<file path="src/rtl/excp_ctrl_pkg.sv">
// Shared definitions for the exception/interrupt arbitration stage:
// exception codes, sequencing state encoding and the default vector.
package excp_pkg;

  typedef logic [4:0] exc_code_t;

  localparam exc_code_t EXC_INT  = 5'd0;
  localparam exc_code_t EXC_ADEL = 5'd4;
  localparam exc_code_t EXC_ADES = 5'd5;
  localparam exc_code_t EXC_SYS  = 5'd8;
  localparam exc_code_t EXC_BP   = 5'd9;
  localparam exc_code_t EXC_RI   = 5'd10;
  localparam exc_code_t EXC_OV   = 5'd12;

  localparam logic [31:0] DEFAULT_EXC_VECTOR = 32'hBFC0_0380;

  typedef enum logic [1:0] {
    IDLE     = 2'd0,
    FLUSH    = 2'd1,
    REDIRECT = 2'd2
  } excp_state_e;

endpackage

</file>
<file path="src/rtl/excp_ctrl_if.sv">
// MEM-stage, CP0 and fetch-redirect signals seen by excp_ctrl.
// slave is the arbitration stage; master is the surrounding pipeline/CP0.
interface excp_ctrl_if;
  logic [5:0]  ext_int;
  logic        mem_valid;
  logic        mem_stall;
  logic [31:0] mem_pc;
  logic [31:0] mem_dvaddr;
  logic        mem_is_bd;
  logic        mem_adel_if;
  logic        mem_ri;
  logic        mem_ov;
  logic        mem_sys;
  logic        mem_bp;
  logic        mem_adel_ld;
  logic        mem_ades;
  logic        mem_eret;
  logic        is_ie;
  logic        is_exl;
  logic [7:0]  int_mask;
  logic [1:0]  soft_int;
  logic [31:0] errorpc;
  logic [5:0]  hardware_int;
  logic        is_exception;
  logic        is_bd;
  logic        we_badvaddr;
  logic        is_excep_return;
  logic [4:0]  exc_code;
  logic [31:0] exc_pc;
  logic [31:0] badvaddr;
  logic        flush;
  logic        redirect_valid;
  logic [31:0] redirect_pc;
  logic        redirect_ready;

  modport slave (
    input  ext_int, mem_valid, mem_stall, mem_pc, mem_dvaddr, mem_is_bd,
           mem_adel_if, mem_ri, mem_ov, mem_sys, mem_bp, mem_adel_ld,
           mem_ades, mem_eret, is_ie, is_exl, int_mask, soft_int, errorpc,
           redirect_ready,
    output hardware_int, is_exception, is_bd, we_badvaddr, is_excep_return,
           exc_code, exc_pc, badvaddr, flush, redirect_valid, redirect_pc
  );

  modport master (
    output ext_int, mem_valid, mem_stall, mem_pc, mem_dvaddr, mem_is_bd,
           mem_adel_if, mem_ri, mem_ov, mem_sys, mem_bp, mem_adel_ld,
           mem_ades, mem_eret, is_ie, is_exl, int_mask, soft_int, errorpc,
           redirect_ready,
    input  hardware_int, is_exception, is_bd, we_badvaddr, is_excep_return,
           exc_code, exc_pc, badvaddr, flush, redirect_valid, redirect_pc
  );
endinterface

</file>
<file path="src/rtl/excp_ctrl_int_sync.sv">
// Two-flop synchroniser for asynchronous level inputs, async reset to 0.
module int_sync #(
  parameter int WIDTH = 1
) (
  input  logic             clk,
  input  logic             rst,
  input  logic [WIDTH-1:0] async_in,
  output logic [WIDTH-1:0] sync_out
);

  logic [WIDTH-1:0] sync1;
  logic [WIDTH-1:0] sync2;

  always_ff @(posedge clk or posedge rst) begin
    if (rst) begin
      sync1 <= '0;
      sync2 <= '0;
    end else begin
      sync1 <= async_in;
      sync2 <= sync1;
    end
  end

  assign sync_out = sync2;

endmodule

</file>
<file path="src/rtl/excp_ctrl.sv">
// Exception/interrupt arbitration ahead of CP0: prioritises causes, emits
// one-cycle CP0 commit strobes and sequences flush plus fetch redirect.
module excp_ctrl
  import excp_pkg::*;
#(
  parameter logic [31:0] EXC_VECTOR   = DEFAULT_EXC_VECTOR,
  parameter int          FLUSH_CYCLES = 2
) (
  input logic        clk,
  input logic        rst,
  excp_ctrl_if.slave bus
);

  localparam logic [3:0] FLUSH_LOAD = 4'(FLUSH_CYCLES - 1);

  excp_state_e state;
  logic [3:0]  flush_cnt;
  logic [5:0]  hw_int;
  logic        int_pend;
  logic        can_detect;
  logic        take_exc;
  exc_code_t   win_code;
  logic        win_bad_we;
  logic [31:0] win_bad_addr;

  logic        is_exception_q, is_bd_q, we_badvaddr_q, is_excep_return_q;
  exc_code_t   exc_code_q;
  logic [31:0] exc_pc_q, badvaddr_q, redirect_pc_q;
  logic        flush_q, redirect_valid_q;

  int_sync #(.WIDTH(6)) u_int_sync (
    .clk      (clk),
    .rst      (rst),
    .async_in (bus.ext_int),
    .sync_out (hw_int)
  );

  // Fixed-priority cause selection; interrupts outrank every synchronous cause.
  always_comb begin
    int_pend     = (|({hw_int, bus.soft_int} & bus.int_mask)) & bus.is_ie & ~bus.is_exl;
    can_detect   = (state == IDLE) & bus.mem_valid & ~bus.mem_stall;
    take_exc     = 1'b1;
    win_code     = EXC_INT;
    win_bad_we   = 1'b0;
    win_bad_addr = bus.mem_pc;
    if (int_pend) begin
      win_code = EXC_INT;
    end else if (bus.mem_adel_if) begin
      win_code   = EXC_ADEL;
      win_bad_we = 1'b1;
    end else if (bus.mem_ri) begin
      win_code = EXC_RI;
    end else if (bus.mem_ov) begin
      win_code = EXC_OV;
    end else if (bus.mem_sys) begin
      win_code = EXC_SYS;
    end else if (bus.mem_bp) begin
      win_code = EXC_BP;
    end else if (bus.mem_adel_ld) begin
      win_code     = EXC_ADEL;
      win_bad_we   = 1'b1;
      win_bad_addr = bus.mem_dvaddr;
    end else if (bus.mem_ades) begin
      win_code     = EXC_ADES;
      win_bad_we   = 1'b1;
      win_bad_addr = bus.mem_dvaddr;
    end else begin
      take_exc = 1'b0;
    end
  end

  // Strobes default low every cycle so they can only pulse for one cycle.
  always_ff @(posedge clk or posedge rst) begin
    if (rst) begin
      state             <= IDLE;
      flush_cnt         <= '0;
      is_exception_q    <= 1'b0;
      is_bd_q           <= 1'b0;
      we_badvaddr_q     <= 1'b0;
      is_excep_return_q <= 1'b0;
      exc_code_q        <= '0;
      exc_pc_q          <= '0;
      badvaddr_q        <= '0;
      flush_q           <= 1'b0;
      redirect_valid_q  <= 1'b0;
      redirect_pc_q     <= '0;
    end else begin
      is_exception_q    <= 1'b0;
      is_bd_q           <= 1'b0;
      we_badvaddr_q     <= 1'b0;
      is_excep_return_q <= 1'b0;
      case (state)
        IDLE: begin
          if (can_detect && take_exc) begin
            state          <= FLUSH;
            flush_cnt      <= FLUSH_LOAD;
            flush_q        <= 1'b1;
            is_exception_q <= 1'b1;
            is_bd_q        <= bus.mem_is_bd;
            we_badvaddr_q  <= win_bad_we;
            exc_code_q     <= win_code;
            exc_pc_q       <= bus.mem_is_bd ? bus.mem_pc - 32'd4 : bus.mem_pc;
            if (win_bad_we) badvaddr_q <= win_bad_addr;
            redirect_pc_q  <= EXC_VECTOR;
          end else if (can_detect && bus.mem_eret) begin
            state             <= FLUSH;
            flush_cnt         <= FLUSH_LOAD;
            flush_q           <= 1'b1;
            is_excep_return_q <= 1'b1;
            redirect_pc_q     <= bus.errorpc;
          end
        end
        FLUSH: begin
          if (flush_cnt == 4'd0) begin
            state            <= REDIRECT;
            redirect_valid_q <= 1'b1;
          end else begin
            flush_cnt <= flush_cnt - 4'd1;
          end
        end
        REDIRECT: begin
          if (redirect_valid_q && bus.redirect_ready) begin
            state            <= IDLE;
            flush_q          <= 1'b0;
            redirect_valid_q <= 1'b0;
          end
        end
        default: state <= IDLE;
      endcase
    end
  end

  assign bus.hardware_int    = hw_int;
  assign bus.is_exception    = is_exception_q;
  assign bus.is_bd           = is_bd_q;
  assign bus.we_badvaddr     = we_badvaddr_q;
  assign bus.is_excep_return = is_excep_return_q;
  assign bus.exc_code        = exc_code_q;
  assign bus.exc_pc          = exc_pc_q;
  assign bus.badvaddr        = badvaddr_q;
  assign bus.flush           = flush_q;
  assign bus.redirect_valid  = redirect_valid_q;
  assign bus.redirect_pc     = redirect_pc_q;

endmodule

</file>
<file path="src/flat_wrapper.sv">
// flat-port wrapper written by rule: the top's interface ports become plain ports
module excp_ctrl_flat import excp_pkg::*;
#(
  parameter logic [31:0] EXC_VECTOR   = DEFAULT_EXC_VECTOR,
  parameter int          FLUSH_CYCLES = 2
)
  (clk, rst, bus_ext_int, bus_mem_valid, bus_mem_stall, bus_mem_pc, bus_mem_dvaddr, bus_mem_is_bd, bus_mem_adel_if, bus_mem_ri, bus_mem_ov, bus_mem_sys, bus_mem_bp, bus_mem_adel_ld, bus_mem_ades, bus_mem_eret, bus_is_ie, bus_is_exl, bus_int_mask, bus_soft_int, bus_errorpc, bus_redirect_ready, bus_hardware_int, bus_is_exception, bus_is_bd, bus_we_badvaddr, bus_is_excep_return, bus_exc_code, bus_exc_pc, bus_badvaddr, bus_flush, bus_redirect_valid, bus_redirect_pc);
  excp_ctrl_if bus_i ();
  input logic clk;
  input logic rst;
  input wire logic [$bits(bus_i.ext_int)-1:0] bus_ext_int;
  input wire logic [$bits(bus_i.mem_valid)-1:0] bus_mem_valid;
  input wire logic [$bits(bus_i.mem_stall)-1:0] bus_mem_stall;
  input wire logic [$bits(bus_i.mem_pc)-1:0] bus_mem_pc;
  input wire logic [$bits(bus_i.mem_dvaddr)-1:0] bus_mem_dvaddr;
  input wire logic [$bits(bus_i.mem_is_bd)-1:0] bus_mem_is_bd;
  input wire logic [$bits(bus_i.mem_adel_if)-1:0] bus_mem_adel_if;
  input wire logic [$bits(bus_i.mem_ri)-1:0] bus_mem_ri;
  input wire logic [$bits(bus_i.mem_ov)-1:0] bus_mem_ov;
  input wire logic [$bits(bus_i.mem_sys)-1:0] bus_mem_sys;
  input wire logic [$bits(bus_i.mem_bp)-1:0] bus_mem_bp;
  input wire logic [$bits(bus_i.mem_adel_ld)-1:0] bus_mem_adel_ld;
  input wire logic [$bits(bus_i.mem_ades)-1:0] bus_mem_ades;
  input wire logic [$bits(bus_i.mem_eret)-1:0] bus_mem_eret;
  input wire logic [$bits(bus_i.is_ie)-1:0] bus_is_ie;
  input wire logic [$bits(bus_i.is_exl)-1:0] bus_is_exl;
  input wire logic [$bits(bus_i.int_mask)-1:0] bus_int_mask;
  input wire logic [$bits(bus_i.soft_int)-1:0] bus_soft_int;
  input wire logic [$bits(bus_i.errorpc)-1:0] bus_errorpc;
  input wire logic [$bits(bus_i.redirect_ready)-1:0] bus_redirect_ready;
  output wire logic [$bits(bus_i.hardware_int)-1:0] bus_hardware_int;
  output wire logic [$bits(bus_i.is_exception)-1:0] bus_is_exception;
  output wire logic [$bits(bus_i.is_bd)-1:0] bus_is_bd;
  output wire logic [$bits(bus_i.we_badvaddr)-1:0] bus_we_badvaddr;
  output wire logic [$bits(bus_i.is_excep_return)-1:0] bus_is_excep_return;
  output wire logic [$bits(bus_i.exc_code)-1:0] bus_exc_code;
  output wire logic [$bits(bus_i.exc_pc)-1:0] bus_exc_pc;
  output wire logic [$bits(bus_i.badvaddr)-1:0] bus_badvaddr;
  output wire logic [$bits(bus_i.flush)-1:0] bus_flush;
  output wire logic [$bits(bus_i.redirect_valid)-1:0] bus_redirect_valid;
  output wire logic [$bits(bus_i.redirect_pc)-1:0] bus_redirect_pc;
  assign bus_i.ext_int = bus_ext_int;
  assign bus_i.mem_valid = bus_mem_valid;
  assign bus_i.mem_stall = bus_mem_stall;
  assign bus_i.mem_pc = bus_mem_pc;
  assign bus_i.mem_dvaddr = bus_mem_dvaddr;
  assign bus_i.mem_is_bd = bus_mem_is_bd;
  assign bus_i.mem_adel_if = bus_mem_adel_if;
  assign bus_i.mem_ri = bus_mem_ri;
  assign bus_i.mem_ov = bus_mem_ov;
  assign bus_i.mem_sys = bus_mem_sys;
  assign bus_i.mem_bp = bus_mem_bp;
  assign bus_i.mem_adel_ld = bus_mem_adel_ld;
  assign bus_i.mem_ades = bus_mem_ades;
  assign bus_i.mem_eret = bus_mem_eret;
  assign bus_i.is_ie = bus_is_ie;
  assign bus_i.is_exl = bus_is_exl;
  assign bus_i.int_mask = bus_int_mask;
  assign bus_i.soft_int = bus_soft_int;
  assign bus_i.errorpc = bus_errorpc;
  assign bus_i.redirect_ready = bus_redirect_ready;
  assign bus_hardware_int = bus_i.hardware_int;
  assign bus_is_exception = bus_i.is_exception;
  assign bus_is_bd = bus_i.is_bd;
  assign bus_we_badvaddr = bus_i.we_badvaddr;
  assign bus_is_excep_return = bus_i.is_excep_return;
  assign bus_exc_code = bus_i.exc_code;
  assign bus_exc_pc = bus_i.exc_pc;
  assign bus_badvaddr = bus_i.badvaddr;
  assign bus_flush = bus_i.flush;
  assign bus_redirect_valid = bus_i.redirect_valid;
  assign bus_redirect_pc = bus_i.redirect_pc;
  excp_ctrl #(.EXC_VECTOR(EXC_VECTOR), .FLUSH_CYCLES(FLUSH_CYCLES)) u_core (.clk(clk), .rst(rst), .bus(bus_i));
endmodule
</file>
<file path="config.mk">
export PLATFORM = sky130hd
export DESIGN_NAME = excp_ctrl_flat
export DESIGN_NICKNAME = d
export VERILOG_FILES = /design/src/rtl/excp_ctrl_pkg.sv /design/src/rtl/excp_ctrl_if.sv /design/src/rtl/excp_ctrl_int_sync.sv /design/src/rtl/excp_ctrl.sv /design/src/flat_wrapper.sv
export SDC_FILE = /design/constraint.sdc
export NUM_CORES = 1
export LEC_CHECK = 0
export BUFFER_PORTS_ARGS = -buffer_cell sky130_fd_sc_hd__buf_4
export CAP_MARGIN = 20
export CORE_MARGIN = 2
export CORE_UTILIZATION = 44
export CTS_BUF_LIST = sky130_fd_sc_hd__clkbuf_8
export DETAILED_ROUTE_END_ITERATION = 6
export GPL_TIMING_DRIVEN = 0
export PLACE_DENSITY_LB_ADDON = 0.05
export RECOVER_POWER = 100
export SETUP_SLACK_MARGIN = 0.2
export SYNTH_ARGS = -nofsm -noshare
export SYNTH_HDL_FRONTEND = slang
export SYNTH_SLANG_ARGS = --single-unit
</file>
<file path="constraint.sdc">
create_clock -name clk -period 4.65 [get_ports clk]
set_clock_uncertainty 0.2 [all_clocks]
set_input_delay 0.93 -clock clk [delete_from_list [all_inputs] [get_ports clk]]
set_output_delay 0.93 -clock clk [all_outputs]
set_load 0.1 [all_outputs]
</file>
# After elaboration in Yosys (flattened, before gate mapping)
# Index checks and enable logic that the tools add are counted.
[op_classes]
add_sub_neg = 2
eq_ne = 6
mux = 57
bitwise_logic = 7
n_reduce_logical = 17
[ops]
columns = ["operator", "count"]
rows = [
  ["$mux W32", 11],
  ["$mux W5", 7],
  ["$sub A32 B3 Y32 const B", 1],
  ["$mux W1", 27],
  ["$reduce_and A3 Y1", 5],
  ["$mux W4", 3],
  ["$and A8 B8 Y8", 1],
  ["$mux W2", 4],
  ["$pmux W4 S2", 1],
  ["$reduce_bool A2 Y1", 4],
  ["$reduce_or A8 Y1", 1],
  ["$pmux W2 S3", 1],
  ["$and A1 B1 Y1", 4],
  ["$logic_not A4 Y1", 1],
  ["$ne A2 B1 Y1 const B", 2],
  ["$pmux W1 S2", 2],
  ["$reduce_and A2 Y1", 2],
  ["$sub A4 B1 Y4 const B", 1],
  ["$logic_and A1 B1 Y1", 3],
  ["$mux W3", 1],
  ["$ne A3 B3 Y1 const B", 1],
  ["$eq A2 B1 Y1 const B", 1],
  ["$eq A2 B2 Y1 const B", 1],
  ["$logic_not A2 Y1", 1],
  ["other kinds (2)", 3],
]
[totals]
reg_bits = 125
input_bits = 128
output_inout_bits = 113

# Longest topological paths before layout
[depth]
depth_word = 11
depth_mapped = 8
ltp_nobuf = 7

# Modules after synthesis
# Synthesis repeated with hierarchy kept, for this count alone.
[hier_totals]
cells_unflattened = 497
area_unflattened_um2 = 5504.0
[modules_own_cells]
columns = ["mod", "instances", "cells_each", "area_per_inst_um2", "seq_area_each_um2"]
rows = [
  ["excp_ctrl", 1, 484, 5200.0, 2802.7],
  ["int_sync", 1, 13, 304.0, 300.3],
]

# Worst setup path after synthesis
# Ideal clock, no wire load.
[synth_timing]
path_type = "in2reg"
from = "in bus_mem_pc[15]"
to = "reg u_core.exc_pc_q[31] (netlist: u_core.bus.exc_pc[31])"
setup_ns = 0.128
arrival_ns = 2.532
t_required_ns = 4.322
slack_ns = 1.790
cell_stages = 7
path_cell_list = "clkbuf_1 or4_1 clkbuf_1 nor4_4 nand4_1 xnor2_1 mux2_1"
[synth_via]
elab_chain_len = 2
[synth_rtl]
columns = ["item", "line_no", "text"]
rows = [
  ["from (decl)", "flat_wrapper.sv:14", "input wire logic [$bits(bus_i.mem_pc)-1:0] bus_mem_pc;"],
  ["$sub A32 B3 Y32", "excp_ctrl.sv:102", "exc_pc_q <= bus.mem_is_bd ? bus.mem_pc - 32'd4 : bus.mem_pc;"],
  ["$mux W32", "excp_ctrl.sv:102", ""],
  ["to (signal assigned)", "excp_ctrl.sv:102", ""],
  ["to (decl)", "excp_ctrl.sv:28", "logic [31:0] exc_pc_q, badvaddr_q, redirect_pc_q;"],
]
# No other way between the ends.
# A chain may end at the register's enable or synchronous reset.

# Worst setup path in the final report
[layout_timing]
from = "in bus_mem_bp"
to = "reg u_core.exc_pc_q[7] (netlist: u_core.bus.exc_pc[7])"
[layout_via]
elab_chain_len = 8
[layout_rtl]
columns = ["item", "line_no", "text"]
rows = [
  ["from (decl)", "flat_wrapper.sv:21", "input wire logic [$bits(bus_i.mem_bp)-1:0] bus_mem_bp;"],
  ["$mux W1", "excp_ctrl.sv:57", "end else if (bus.mem_bp) begin"],
  ["$mux W1", "excp_ctrl.sv:55", "end else if (bus.mem_sys) begin"],
  ["$mux W1", "excp_ctrl.sv:53", "end else if (bus.mem_ov) begin"],
  ["$mux W1", "excp_ctrl.sv:51", "end else if (bus.mem_ri) begin"],
  ["$mux W1", "excp_ctrl.sv:48", "end else if (bus.mem_adel_if) begin"],
  ["$mux W1", "excp_ctrl.sv:46", "if (int_pend) begin"],
  ["$logic_and A1 B1 Y1", "excp_ctrl.sv:94", "if (can_detect && take_exc) begin"],
  ["$reduce_and A2 Y1 (no source line)", "--", ""],
]
# No other way between the ends.

==> summary.md <==
Row generation in the floorplan step produced 40 rows. The final route contains 5162 vias. The logs give 13500 um2 for the die outline area and 1.34 ns for the worst slack after detailed placement. Post-CTS timing repair inserted 0 buffers for setup. The startpoint type of the worst setup path was an input port. Hold is met by 0.150 ns. The worst-case IR drop observed on VDD is 0.450 mV. The final layout contains 896 nets. The logs give 0 for the final number of hold-violating endpoints and 17.1 mm for the routed wire length. Sequential share of the synthesized area: 56.2%.

The count of maximum capacitance violations was 1. The Yosys step of the flow raised 0 warnings. For the pin with the worst max-slew slack, the measured transition is 1.99 ns. For this design the static power due to leakage is 3.27 nW.

Entering global routing, the biggest net connects 83 pins. The number of buffers and inverters on the critical path is 2. The fraction of layout cells with a size suffix above 1 works out to 23.2%. The die is 116 um tall. The largest single stage delay on the critical path is 0.87 ns.

The tools report the clock buffer count from CTS as 17. For this run the aggregate overflow at the end of global routing stands at 0. In this run, synthesis inferred 0 flip-flops with an integrated enable.

The path class of the lowest-slack min-delay path was register to register. The via count of the first global-routing pass was 5314; the number of cells after detailed placement was 914. The first global-routing pass estimated 26.6 mm of wire. For this design the top-level I/O count stands at 241. The average wire length per cell after detail routing came out at 18.1 um. The final clock period utilization by the worst path came out at 74.5%. The logs give 289 MHz for the maximum achievable frequency and 0 for the antenna violation net count after detailed routing.

The clock passes through at most 2 buffers. Total power density per cell area: 666 nW/um2. The post-synthesis instance area was 5520 um2. For this run, design rule violations remaining after detail routing come to 0.

The first detailed-routing pass ran for 4 iterations. Highest routing layer actually used: met4. The synthesized netlist devotes 4.60% of its cell area to XOR and XNOR gates. The tools report the detailed router's first-iteration violation count as 251.

The proportion of synthesized area in mux cells was 1.02%. The worst setup path is of the input port to register kind. After synthesis, the largest family of logic cells by area is compound AO/OA/AOI/OAI gates. Clock-pin slew was measured on the worst setup and hold paths at 0.07 ns. The HPWL after detailed placement is 12.9 mm.

The number of antenna violations at the first check in global routing is 0, and the post-cts repair resize count is 0. The cell count after synthesis is 508. The adder-cell area share of the yosys netlist is 0.680%, and the routability congestion estimate is 0.801. For this configuration, the core starts out at a cell density of 45.6%. Buffers placed on the I/O ports in this run total 237. The average vias per placed instance is 5.46, and the floorplan core area is 12100 um2.

The final reports fail on capacitance limit, slew limit. In the synthesized netlist the dominant register cell turns out to be sky130_fd_sc_hd__dfrtp_1. The synthesized netlist devotes 12.3% of its cell area to simple gates.

At the worst endpoint, the required time is 4.78 ns. In the final routing, the length of wire on met1 measures 7.11 mm. The floorplan step set the die width to 116 um.

The area growth from synthesis to layout is 35.5%. The later pin in the worst-skew pair is clocked with a latency of 0.44 ns. The global router's overall resource usage was 25.9%; the worst-path maximum fanout was 10. The final cell count without fillers was 945; the number of buffers inserted for hold repair after clock tree synthesis was 0.

Subtracting the final worst setup slack from the clock period gives 3.46 ns. The sort of element at the end of the critical path is a register. For the max-slew violation total from the final report, the log shows 43. The met3 wirelength from detailed routing was 1.72 mm; the number of clock sinks was 124. For this run, asynchronously set or reset flops after synthesis account for 100%. TritonCTS built the clock tree. Dividing the synthesized area by the synthesized cell count gives 10.9 um2.

The synthesized netlist devotes 21.6% of its cell area to compound gates. Among all stages on the critical path, the largest delay is contributed by sky130_fd_sc_hd__a21oi_1. The count of final setup violators was 0. Synthesis inferred 124 register bits.

The flow ran to the end, but the final reports show violations. Most common cell after layout, fill and taps aside: sky130_fd_sc_hd__clkbuf_1. The tools report the share of the core filled with cells as 61.7%. The signal on the critical path passes through clkbuf_1 -> or4_1 -> o31a_1 -> a21oi_1 -> clkbuf_1 -> a21oi_1 -> a21o_1.

Setup repair after global routing left no endpoint under its margin. The clock tree root buffer cell is sky130_fd_sc_hd__clkbuf_8. The logs give 7.82 mm for the detailed route wirelength on metal2 and 3.59 ns for the arrival time at the worst endpoint.

The kind of cell with the highest combined delay along the critical path is compound AO/OA/AOI/OAI gates. When the netlist entered floorplanning its net count stood at 639. The slack of the critical path was 1.19 ns. Measured against its own limit, the worst slew margin works out to -33.5%. The H-tree depth was 4; the distinct cell type count of the synthesized netlist was 59. In the layout the commonest cells are sky130_fd_sc_hd__clkbuf_1 (140), sky130_fd_sc_hd__dfrtp_1 (124), sky130_fd_sc_hd__buf_4 (117), sky130_fd_sc_hd__o22ai_1 (64), sky130_fd_sc_hd__nand2_1 (44). The repair_antennas step left the layout with diodes totalling 0.
==> worst register-to-register path, delay by kind of cell, from the launching register on <==
kind,cells,cell delay [ns]
AO/OA/AOI/OAI,5,1.90
buffers and inverters,1,0.50
flip-flops,1,0.42
==> path summary, 6_finish.rpt <==
kind / start / end / slack (ns) / depth (start not counted)
worst max-delay path: bus_mem_bp / u_core.bus.exc_pc[7] / 1.19 / 7
worst min-delay path: u_core.u_int_sync.sync1[5] / u_core.u_int_sync.sync_out[5] / 0.15 / 0
worst max register to register: u_core.u_int_sync.sync_out[5] / u_core.bus.exc_pc[7] / 1.54 / 6
worst min register to register: u_core.u_int_sync.sync1[5] / u_core.u_int_sync.sync_out[5] / 0.15 / 0
max in group asynchronous: rst / u_core.bus.badvaddr[7] / 2.36 / 3
min in group asynchronous: rst / u_core.bus.redirect_pc[30] / 0.81 / 2
==> metrics by stage <==
step / instance area [um2] / power, mW / TNS (ns)
floorplan: 5520 / 3.59 / 0
global placement: 7510 / 4.22 / -141.10
detailed placement: 7540 / 4.26 / 0
CTS: 7950 / 5.22 / 0
global route: 7480 / 5.19 / 0
finish: 7480 / 4.98 / 0
==> per-layer routing <==
metal	vias up	track usage [%]
li1	2396	-
met1	2485	33.8
met2	247	40.0
met3	34	8.21
met4	0	11.3
met5	-	0
==> cells by family after synthesis <==
family / count (synthesis)
multiplexers: 5
buffers and inverters: 45
AO/OA/AOI/OAI: 181
other: 1
XOR/XNOR: 29
AND/OR/NAND/NOR: 120
adder cells (fa/ha/maj): 3
flip-flops: 124
==> cells in the mapped netlist (all sizes together) (3+ instances only) <==
| library cell | instances | area share [%] |
|---|---|---|
| xnor2 | 12 | 1.9 |
| a21o | 3 | 0.41 |
| ha | 3 | 0.68 |
| o22ai | 64 | 7.3 |
| inv | 10 | 0.68 |
| or2 | 5 | 0.57 |
| nor4 | 9 | 1.8 |
| buf | 17 | 1.6 |
| o21ai | 30 | 2.7 |
| xor2 | 17 | 2.7 |
| dfrtp | 124 | 56 |
| nor2 | 14 | 1.0 |
| nand3 | 9 | 0.82 |
| mux2 | 5 | 1.0 |
| or4 | 3 | 0.48 |
| a22o | 26 | 4.1 |
| nor3 | 14 | 1.4 |
| or3 | 3 | 0.34 |
| a21oi | 36 | 3.5 |
| nor2b | 3 | 0.34 |
| nand2 | 44 | 3.0 |
| clkbuf | 18 | 1.2 |
| o22a | 12 | 1.9 |
==> sequential cells by signal (all words and copies together) (netlist names), 2 cells and up <==
name                        count
u_core.bus.badvaddr            32
u_core.bus.exc_pc              32
u_core.bus.redirect_pc         32
u_core.u_int_sync.sync1         6
u_core.u_int_sync.sync_out      6
u_core.bus.exc_code             4
u_core.flush_cnt                4
u_core.state                    2
==> report_power, final <==
| group | internal (mW) | total, mW | switching, mW | leakage (nW) |
|---|---|---|---|---|
| Combinational | 0.396 | 2.52 | 2.13 | 1.50 |
| Sequential | 1.33 | 1.50 | 0.170 | 1.55 |
| Clock | 0.553 | 0.959 | 0.407 | 0.216 |
==> final cells by class <==
cell class | count | area [um2]
fill | 1148 | 4640
multi-input combinational | 339 | 2190
timing repair buffer | 238 | 1380
sequential | 124 | 3100
tap | 168 | 210
clock buffer | 23 | 317
buffer | 35 | 143
inverter | 10 | 38.8
clock inverter | 8 | 90.1
Note: power is estimated with default switching activity, not from simulation.
